==> src/rtl/exec_trace_pkg.sv <==
// Shared constants, entry field layout and FSM state type for the trace player.
package exec_trace_pkg;
  localparam int DEPTH   = 64;
  localparam int DW      = 16;
  localparam int OPW     = 32;
  localparam int AW      = $clog2(DEPTH);
  localparam int NFLG    = 9;
  localparam int ENTRY_W = DW + OPW + NFLG;

  localparam int FLG_LSB = 0;
  localparam int OP_LSB  = 9;
  localparam int DLY_LSB = 9 + OPW;

  localparam int FLG_R     = 0;
  localparam int FLG_E     = 1;
  localparam int FLG_O1    = 2;
  localparam int FLG_O2    = 3;
  localparam int FLG_W1    = 4;
  localparam int FLG_W2    = 5;
  localparam int FLG_RESET = 6;
  localparam int FLG_NEXT  = 7;
  localparam int FLG_CEND  = 8;

  typedef enum logic [1:0] {
    IDLE  = 2'd0,
    FETCH = 2'd1,
    RUN   = 2'd2,
    DONE  = 2'd3
  } state_t;

  // Successor index within a trace of last+1 entries.
  function automatic logic [AW-1:0] wrap_inc(input logic [AW-1:0] a, input logic [AW-1:0] last);
    logic [AW-1:0] nxt;
    if (a == last) begin
      nxt = {AW{1'b0}};
    end else begin
      nxt = a + AW'(1);
    end
    return nxt;
  endfunction
endpackage

==> src/rtl/trace_ram.sv <==
// Trace storage: simple dual-port RAM with 1-cycle synchronous read, read-before-write.
module trace_ram
  import exec_trace_pkg::*;
(
  input  logic               clk,
  input  logic               we,
  input  logic [AW-1:0]      wr_addr,
  input  logic [ENTRY_W-1:0] wr_data,
  input  logic [AW-1:0]      rd_addr,
  output logic [ENTRY_W-1:0] rd_data
);
  logic [ENTRY_W-1:0] mem [DEPTH];

  // Write port and registered read port; the read sees pre-write contents.
  always_ff @(posedge clk) begin
    if (we) begin
      mem[wr_addr] <= wr_data;
    end
    rd_data <= mem[rd_addr];
  end
endmodule

==> src/rtl/exec_trace_player.sv <==
// Replays stored timed steps onto exec_top's control flags and op word.
// The next entry is always prefetched so consecutive entries are gap-free.
module exec_trace_player
  import exec_trace_pkg::*;
(
  input  logic               clk,
  input  logic               rst,
  input  logic               wr_en,
  input  logic [AW-1:0]      wr_addr,
  input  logic [ENTRY_W-1:0] wr_data,
  input  logic               start,
  input  logic [AW:0]        length,
  input  logic               loop,
  input  logic               pause,
  output logic               r,
  output logic               e,
  output logic               o1,
  output logic               o2,
  output logic               w1,
  output logic               w2,
  output logic               reset,
  output logic               next,
  output logic               computation_end,
  output logic [OPW-1:0]     op,
  output logic               busy,
  output logic               done,
  output logic [AW-1:0]      idx
);
  state_t             state, state_nx;
  logic [AW-1:0]      len_m1;
  logic               loop_q;
  logic [DW-1:0]      cnt;
  logic [AW-1:0]      pf_addr;
  logic [AW-1:0]      rd_addr;
  logic [AW-1:0]      nidx;
  logic [ENTRY_W-1:0] rd_data;
  logic [NFLG-1:0]    flags;
  logic               apply;
  logic               accept;
  logic               idle_like;
  logic               we;
  logic [AW:0]        len_clamp;

  assign idle_like = (state == IDLE) || (state == DONE);
  assign accept    = idle_like && start && (length != {(AW+1){1'b0}});
  assign we        = idle_like && wr_en;
  assign len_clamp = (length > (AW+1)'(DEPTH)) ? (AW+1)'(DEPTH) : length;

  trace_ram u_ram (
    .clk     (clk),
    .we      (we),
    .wr_addr (wr_addr),
    .wr_data (wr_data),
    .rd_addr (rd_addr),
    .rd_data (rd_data)
  );

  // Next state, apply strobe and RAM read address (pf_addr tracks what rd_data holds).
  always_comb begin
    state_nx = state;
    apply    = 1'b0;
    nidx     = idx;
    rd_addr  = pf_addr;
    case (state)
      IDLE, DONE: begin
        if (accept) begin
          state_nx = FETCH;
          rd_addr  = {AW{1'b0}};
        end else begin
          state_nx = state;
        end
      end
      FETCH: begin
        if (!pause) begin
          state_nx = RUN;
          apply    = 1'b1;
          nidx     = {AW{1'b0}};
          rd_addr  = wrap_inc({AW{1'b0}}, len_m1);
        end else begin
          state_nx = FETCH;
        end
      end
      RUN: begin
        if (!pause && (cnt == {DW{1'b0}})) begin
          if ((idx != len_m1) || loop_q) begin
            apply   = 1'b1;
            nidx    = wrap_inc(idx, len_m1);
            rd_addr = wrap_inc(nidx, len_m1);
          end else begin
            state_nx = DONE;
          end
        end else begin
          state_nx = RUN;
        end
      end
      default: begin
        state_nx = IDLE;
      end
    endcase
  end

  // State, playback parameters, delay counter and registered outputs.
  always_ff @(posedge clk) begin
    if (!rst) begin
      state   <= IDLE;
      len_m1  <= {AW{1'b0}};
      loop_q  <= 1'b0;
      cnt     <= {DW{1'b0}};
      pf_addr <= {AW{1'b0}};
      flags   <= {NFLG{1'b0}};
      op      <= {OPW{1'b0}};
      idx     <= {AW{1'b0}};
      busy    <= 1'b0;
      done    <= 1'b0;
    end else begin
      state   <= state_nx;
      pf_addr <= rd_addr;
      busy    <= (state_nx == FETCH) || (state_nx == RUN);
      done    <= (state_nx == DONE);
      if (accept) begin
        len_m1 <= AW'(len_clamp - (AW+1)'(1));
        loop_q <= loop;
      end
      if (apply) begin
        flags <= rd_data[FLG_LSB +: NFLG];
        op    <= rd_data[OP_LSB +: OPW];
        cnt   <= rd_data[DLY_LSB +: DW];
        idx   <= nidx;
      end else if ((state == RUN) && !pause && (cnt != {DW{1'b0}})) begin
        cnt <= cnt - DW'(1);
      end
    end
  end

  assign r               = flags[FLG_R];
  assign e               = flags[FLG_E];
  assign o1              = flags[FLG_O1];
  assign o2              = flags[FLG_O2];
  assign w1              = flags[FLG_W1];
  assign w2              = flags[FLG_W2];
  assign reset           = flags[FLG_RESET];
  assign next            = flags[FLG_NEXT];
  assign computation_end = flags[FLG_CEND];
endmodule

==> config.mk <==
export PLATFORM = sky130hd
export DESIGN_NAME = exec_trace_player
export DESIGN_NICKNAME = d
export VERILOG_FILES = /design/src/rtl/exec_trace_pkg.sv /design/src/rtl/trace_ram.sv /design/src/rtl/exec_trace_player.sv
export SDC_FILE = /design/constraint.sdc
export NUM_CORES = 2
export LEC_CHECK = 0
export CORE_MARGIN = 2
export CORE_UTILIZATION = 50
export CTS_CLUSTER_DIAMETER = 100
export DETAILED_ROUTE_END_ITERATION = 8
export PLACE_DENSITY = 0.76
export SLEW_MARGIN = 10
export SYNTH_ARGS = -nofsm -noshare
export SYNTH_HDL_FRONTEND = slang
export SYNTH_SLANG_ARGS = --single-unit
==> constraint.sdc <==
create_clock -name clk -period 8.2 [get_ports clk]
set_clock_uncertainty 0.15 [all_clocks]
set_input_delay 0.82 -clock clk [delete_from_list [all_inputs] [get_ports clk]]
set_output_delay 0.82 -clock clk [all_outputs]
set_load 0.05 [all_outputs]
== Word-level counts from Yosys, hierarchy flattened ==
Memories as Yosys holds them, arrays and structs flattened. A register that Yosys moved wholly into a read port is not among the register bits.
Index checks and enable logic that the tools add are counted.
Storage, ports and cells
  register bits: 80
  RAM bits: 3648
  bits of input ports: 76
  output and inout port bits: 49
  logic and storage cells: 76
  memories: 1
Operators by class
  add/subtract/negate cells: 4
  $lt $le $gt $ge: 1
  equal/unequal tests: 12
  muxes and demuxes: 29
  reductions and logical operators: 19
Memory list
  u_ram.mem: words 64, bits a word 57, read ports 1, clocked after memory_dff 1, write ports 1, RTL line trace_ram.sv:12  | logic [ENTRY_W-1:0] mem [DEPTH];
Operator list (number)
  two-way mux 6 bit: 13
  two-way mux 16 bit: 2
  one-hot mux 6 bit (3 select lines): 1
  logical NOT 16 bit: 1
  nonzero test 16 bit: 1
  subtractor 16 x 1 -> 16 bit (second input constant): 1
  adder 6 x 1 -> 6 bit (second input constant): 2
  equality test 6 bit: 2
  one-hot mux 6 bit (2 select lines): 1
  equality test 2 bit (second input constant): 4
  two-way mux 2 bit: 4
  > comparator 7 bit (second input constant): 1
  nonzero test 7 bit: 1
  logical AND 1 bit: 6
  logical NOT 6 bit: 1
  two-way mux 1 bit: 6
  inequality test 2 bit (second input constant): 3
  inequality test 6 bit: 1
  one-hot mux 2 bit (3 select lines): 1
  subtractor 6 x 1 -> 6 bit (second input constant): 1
  AND reduction 5 bit: 1
  equality test 2 x 1 -> 1 bit (second input constant): 2
  nonzero test 2 bit: 2
  logical OR 1 bit: 3
  other kinds (4): 4

== Depth between registers and ports, before layout ==
  depth after elaboration: 10
  mapped depth: 18
  depth with buffers taken out: 15

== By module ==
A second synthesis with hierarchy kept.
Second synthesis, totals
  cell total of the unflattened synthesis: 6279
  area, all modules: 143626.5 µm²
By module, submodules not included
  trace_ram: instances 1, cells an instance 5760, area each 139525.1 µm², sequential area each 110686.2 µm²
  exec_trace_player: instances 1, cells an instance 519, area each 4101.4 µm², sequential area each 1601.5 µm²

== Least setup slack after synthesis ==
Ideal clock, no wire load.
  path type: input-to-reg
  start: input wr_addr[5]
  end: memory u_ram.mem[36][0] in the netlist's numbering, enable pin
  library setup time: 472 ps
  arrival: 4053 ps
  data required time: 7578 ps
  setup slack: 3525 ps
  cell stages on the path: 4
  path through: clkbuf_1 > or3b_2 > clkbuf_1 > nor2_1
RTL lines
  start, declared: RTL line exec_trace_player.sv:9  | input logic [AW-1:0] wr_addr,
  end, declared: RTL line trace_ram.sv:12
No word-level cell before the write port.

== Final worst setup path ==
  start: register idx[0]
  end: register u_ram.rd_data[5] (read register of u_ram.mem)
On the way
  word-level cells in the longest chain between the ends: 10
Ends and longest elaborated chain
  start, declared: RTL line exec_trace_player.sv:27  | output logic [AW-1:0] idx
  start signal, assigned: RTL line exec_trace_player.sv:112  | idx <= {AW{1'b0}};
  start signal, assigned: RTL line exec_trace_player.sv:128  | idx <= nidx;
  adder 6 x 1 -> 6 bit / equality test 6 bit (equally long branches): RTL line exec_trace_pkg.sv:37, exec_trace_pkg.sv:34
  two-way mux 6 bit: RTL line exec_trace_pkg.sv:34  | if (a == last) begin
  two-way mux 6 bit: RTL line exec_trace_player.sv:85  | if ((idx != len_m1) || loop_q) begin
  two-way mux 6 bit: RTL line exec_trace_player.sv:84  | if (!pause && (cnt == {DW{1'b0}})) begin
  two-way mux 6 bit: RTL line exec_trace_player.sv:64  | case (state)
  adder 6 x 1 -> 6 bit / equality test 6 bit (equally long branches): RTL line exec_trace_pkg.sv:37, exec_trace_pkg.sv:34
  two-way mux 6 bit: RTL line exec_trace_pkg.sv:34
  two-way mux 6 bit (*): RTL line exec_trace_player.sv:85
  two-way mux 6 bit (*): RTL line exec_trace_player.sv:84
  one-hot mux 6 bit (3 select lines) (*): RTL line exec_trace_player.sv:64
  end, declared: RTL line trace_ram.sv:10  | output logic [ENTRY_W-1:0] rd_data
Mark *: on every way between the ends. The rest lies on a longest branch, timed or not. The select of a mux whose other input is x is not followed.
A chain may end at the register's enable or synchronous reset.

==> impl_metrics.tcl <==
set metrics [dict create \
    status "finished clean" \
    place.gp.congestion 0.860 \
    path_class "flop to flop" \
    dr.pass1.iters 7 \
    fillers 21034 \
    critPathLaunchType "flop" \
    placed_area_mm2 0.153 \
    yosys_warnings 0 \
    dp_hpwl_um 224000 \
    swShare_pct 22.5 \
    syn_area_per_cell_um2 15.4 \
    placed_cells 13108 \
    fin_crit_sh_pct 81.1 \
    p_int_mw 32.2 \
    clkSinkCount 3785 \
    final_net_count 9669 \
    clock_latency_ns 1.02 \
    reg2reg_depth 13 \
    drcViolationCount 0 \
    die_area_mm2 0.297 \
    tightest_slew_ns 1.37 \
    worstReg2RegStart "idx[0]" \
    drt_iter0_drc 14788 \
    syn-instance-count 9479 \
    hold_path_end "flags[1]" \
    ant_nets 0 \
    cp_slowest_stage_delay_ns 1.06 \
    seqPwrFrac_pct 52.1 \
    vias 89686 \
    area_growth_pct 12.4 \
    chipWidth_um 545 \
    reg2reg_slack_ns 1.55 \
    holdBufCountCts 0 \
    core-area_mm2 0.291 \
    post_cts_buffers 0 \
    cts_root_buf "clkbuf_16" \
    ioPinCount 125 \
    worstSetupEndpointType "flop" \
    h-tree-depth 5 \
    power_mw 41.5 \
    port_buffers 124 \
    synth_area_mm2 0.146 \
    grt_overflow 0 \
    p_leak_nw 52.6 \
    rsz0062_at_grt "no" \
    clk_pin_slew_ns 0.06 \
    grt_pass1_vias 85776 \
    cp_cell_sequence "ha_1 > nand3_1 > xor2_1 > a22oi_1 > o32ai_1 > and3_1 > o21a_1 > nand3_4 > buf_12 > o221ai_1 > nand4_1 > nand4_1 > or3b_1" \
    fmax_mhz 150 \
    slowest_stage "nand3_4" \
    start_util_pct 50.3 \
    cpLargestDelayFamily "simple AND/OR/NAND/NOR gates" \
    path_buf_inv 1 \
    hold_viol 0 \
    r2r_end "u_ram.rd_data[5]" \
    crit_start "idx[0]" \
    power_density_mw_per_mm2 252 \
    cts-resized-gates 0 \
    via_per_inst 6.50 \
    routed_wl_um 429000 \
    cts.path.max_buffers 4 \
    maxCapViolations 0 \
    hp-start "rst" \
    ir_drop_mv 0.188 \
    final_area_mm2 0.165 \
    tns_ns 0 \
    cts_tree "done" \
    crit_arrival_ns 7.43 \
    grt_pass1_wl_um 608000 \
    drive_gt1_share_pct 11.2 \
    hold-path-cell-count 2 \
    slew_viol_final 0 \
    min_path_type "input port to flop" \
    cts_inserted_buffers 376 \
    wl_per_cell_um 31.1 \
    critical_path.most_common_cell "nand4_1" \
    final_cells 13795 \
    p_comb_share_pct 7.3 \
    ys_async_sr_fraction_pct 0 \
    synth-edff-count 3648 \
    synth.yosys.seq_area_share_pct 76.7 \
    min_period_ns 6.65 \
    grt_max_degree 189 \
    crit_required_ns 8.98 \
    clockPowerShare_pct 40.6 \
    mostFrequentLayoutCells "edfxtp_1 (3648), nand2_1 (2057), nand3_1 (1031)" \
    antenna_found_initial 41 \
    ys.flop_type "edfxtp_1" \
    mostFrequentLayoutCell "edfxtp_1" \
    path_max_fanout 78 \
    die_h_um 545 \
    setup_viol 0 \
    max-slew-margin-rel_pct 8.44 \
    grtUsageTotal_pct 28.2 \
    fin_hold_ws_ns 0.187 \
    ys_ff_latch 3785 \
    row_count 198 \
    synth_cell_types 75 \
    switching_power_mw 9.34 \
    synth_fp_nets 9562 \
]
[how the worst max path moves through the flow]
stage	cells past startpoint	slack [ns]	endpoint
after floorplan	4	3.53	u_ram.mem[36][0]
after global placement	13	2.10	u_ram.rd_data[51]
after detailed placement	13	1.78	u_ram.rd_data[51]
after CTS	13	1.76	u_ram.rd_data[5]
after global routing	13	1.34	u_ram.rd_data[5]
final	13	1.55	u_ram.rd_data[5]
[power groups by stage]
stage | combinational, mW | sequential [mW] | clock (mW)
after detailed placement | 2.97 | 22.0 | 0
after global routing | 3.25 | 21.6 | 17.6
after global placement | 2.87 | 22.0 | 0
final | 3.04 | 21.6 | 16.9
after CTS | 3.00 | 21.6 | 16.9
after floorplan | 1.86 | 22.0 | 0
[cells by family (layout without fill, tap and decap cells)]
family                   Yosys count  in the layout  synth area share [%]
multiplexers                     726            726                  6.80
AND/OR/NAND/NOR                 3616           3616                  11.0
flip-flops                      3785           3785                  76.7
adder cells (fa/ha/maj)            7              7                0.0598
other                              0             18                     0
XOR/XNOR                          32             32                 0.202
buffers and inverters            604           1002                  1.72
AO/OA/AOI/OAI                    709            709                  3.53
[synth_stat cells (6+ instances only)]
cell	count	area [µm²]
o31a_1	46	403
dfxtp_1	137	2740
or3b_1	44	385
a22oi_1	73	548
o21ai_0	74	370
edfxtp_1	3648	110000
buf_4	10	75.1
nor4_1	10	62.6
and2_1	17	106
nor2b_1	11	68.8
or3_1	7	43.8
a21oi_1	117	586
mux2_2	6	67.6
nand3_1	1032	5160
and3_1	103	644
o22ai_1	14	87.6
nor3_1	18	90.1
a32oi_1	7	61.3
and4_1	10	87.6
a31oi_1	60	375
nor2_1	103	387
o221ai_1	203	1780
buf_1	77	289
a21boi_0	47	353
nand2_1	2058	7720
xnor2_1	19	166
xor2_1	12	105
o21a_1	6	45.0
clkbuf_1	363	1360
inv_1	7	26.3
o211a_1	20	200
ha_1	7	87.6
buf_2	142	711
nand4_1	161	1010
mux2i_1	506	5060
or4_1	13	97.6
mux4_2	214	4820
[worst register-to-register path, delay by kind of cell (launching register included)]
| kind | cells | cell delay [ns] |
|---|---|---|
| XOR/XNOR | 1 | 0.33 |
| AND/OR/NAND/NOR | 6 | 2.41 |
| AO/OA/AOI/OAI | 4 | 2.09 |
| flip-flops | 1 | 0.64 |
| adder cells (fa/ha/maj) | 1 | 0.41 |
| buffers and inverters | 1 | 0.55 |
[flip-flops by register name, summed over array words and instances, names as in the netlist, 2 cells and up]
register / flops
u_ram.mem: 3648
u_ram.rd_data: 57
op: 32
cnt: 16
flags: 9
idx: 6
len_m1: 6
pf_addr: 6
state: 2
[metal layers]
metal	vias to the layer above	track usage [%]	share of wire, %
met2	7252	43.2	45
li1	36416	-	-
met5	-	0	0.029
met3	1409	7.29	14
met4	20	15.7	6.3
met1	44589	37.0	34
[metrics by stage]
stage,setup slack [ns],utilization [%]
2_1_floorplan,3.53,-
3_3_place_gp,2.10,52.4
3_5_place_dp,1.78,52.4
4_1_cts,1.76,56.5
5_1_grt,1.34,56.5
6_report,1.55,56.5
[area by class of cell]
class | count | area, µm² | share of cell area (%)
antenna | 18 | 45.0 | 0.0274
sequential | 3785 | 112000 | 68.2
inverter | 7 | 26.3 | 0.0160
clock inverter | 153 | 1550 | 0.939
clock buffer | 516 | 10400 | 6.32
tap | 3900 | 4880 | 2.97
multi-input combinational | 5090 | 32300 | 19.6
timing repair buffer | 326 | 3050 | 1.86
Note: power is estimated with default switching activity, not from simulation.
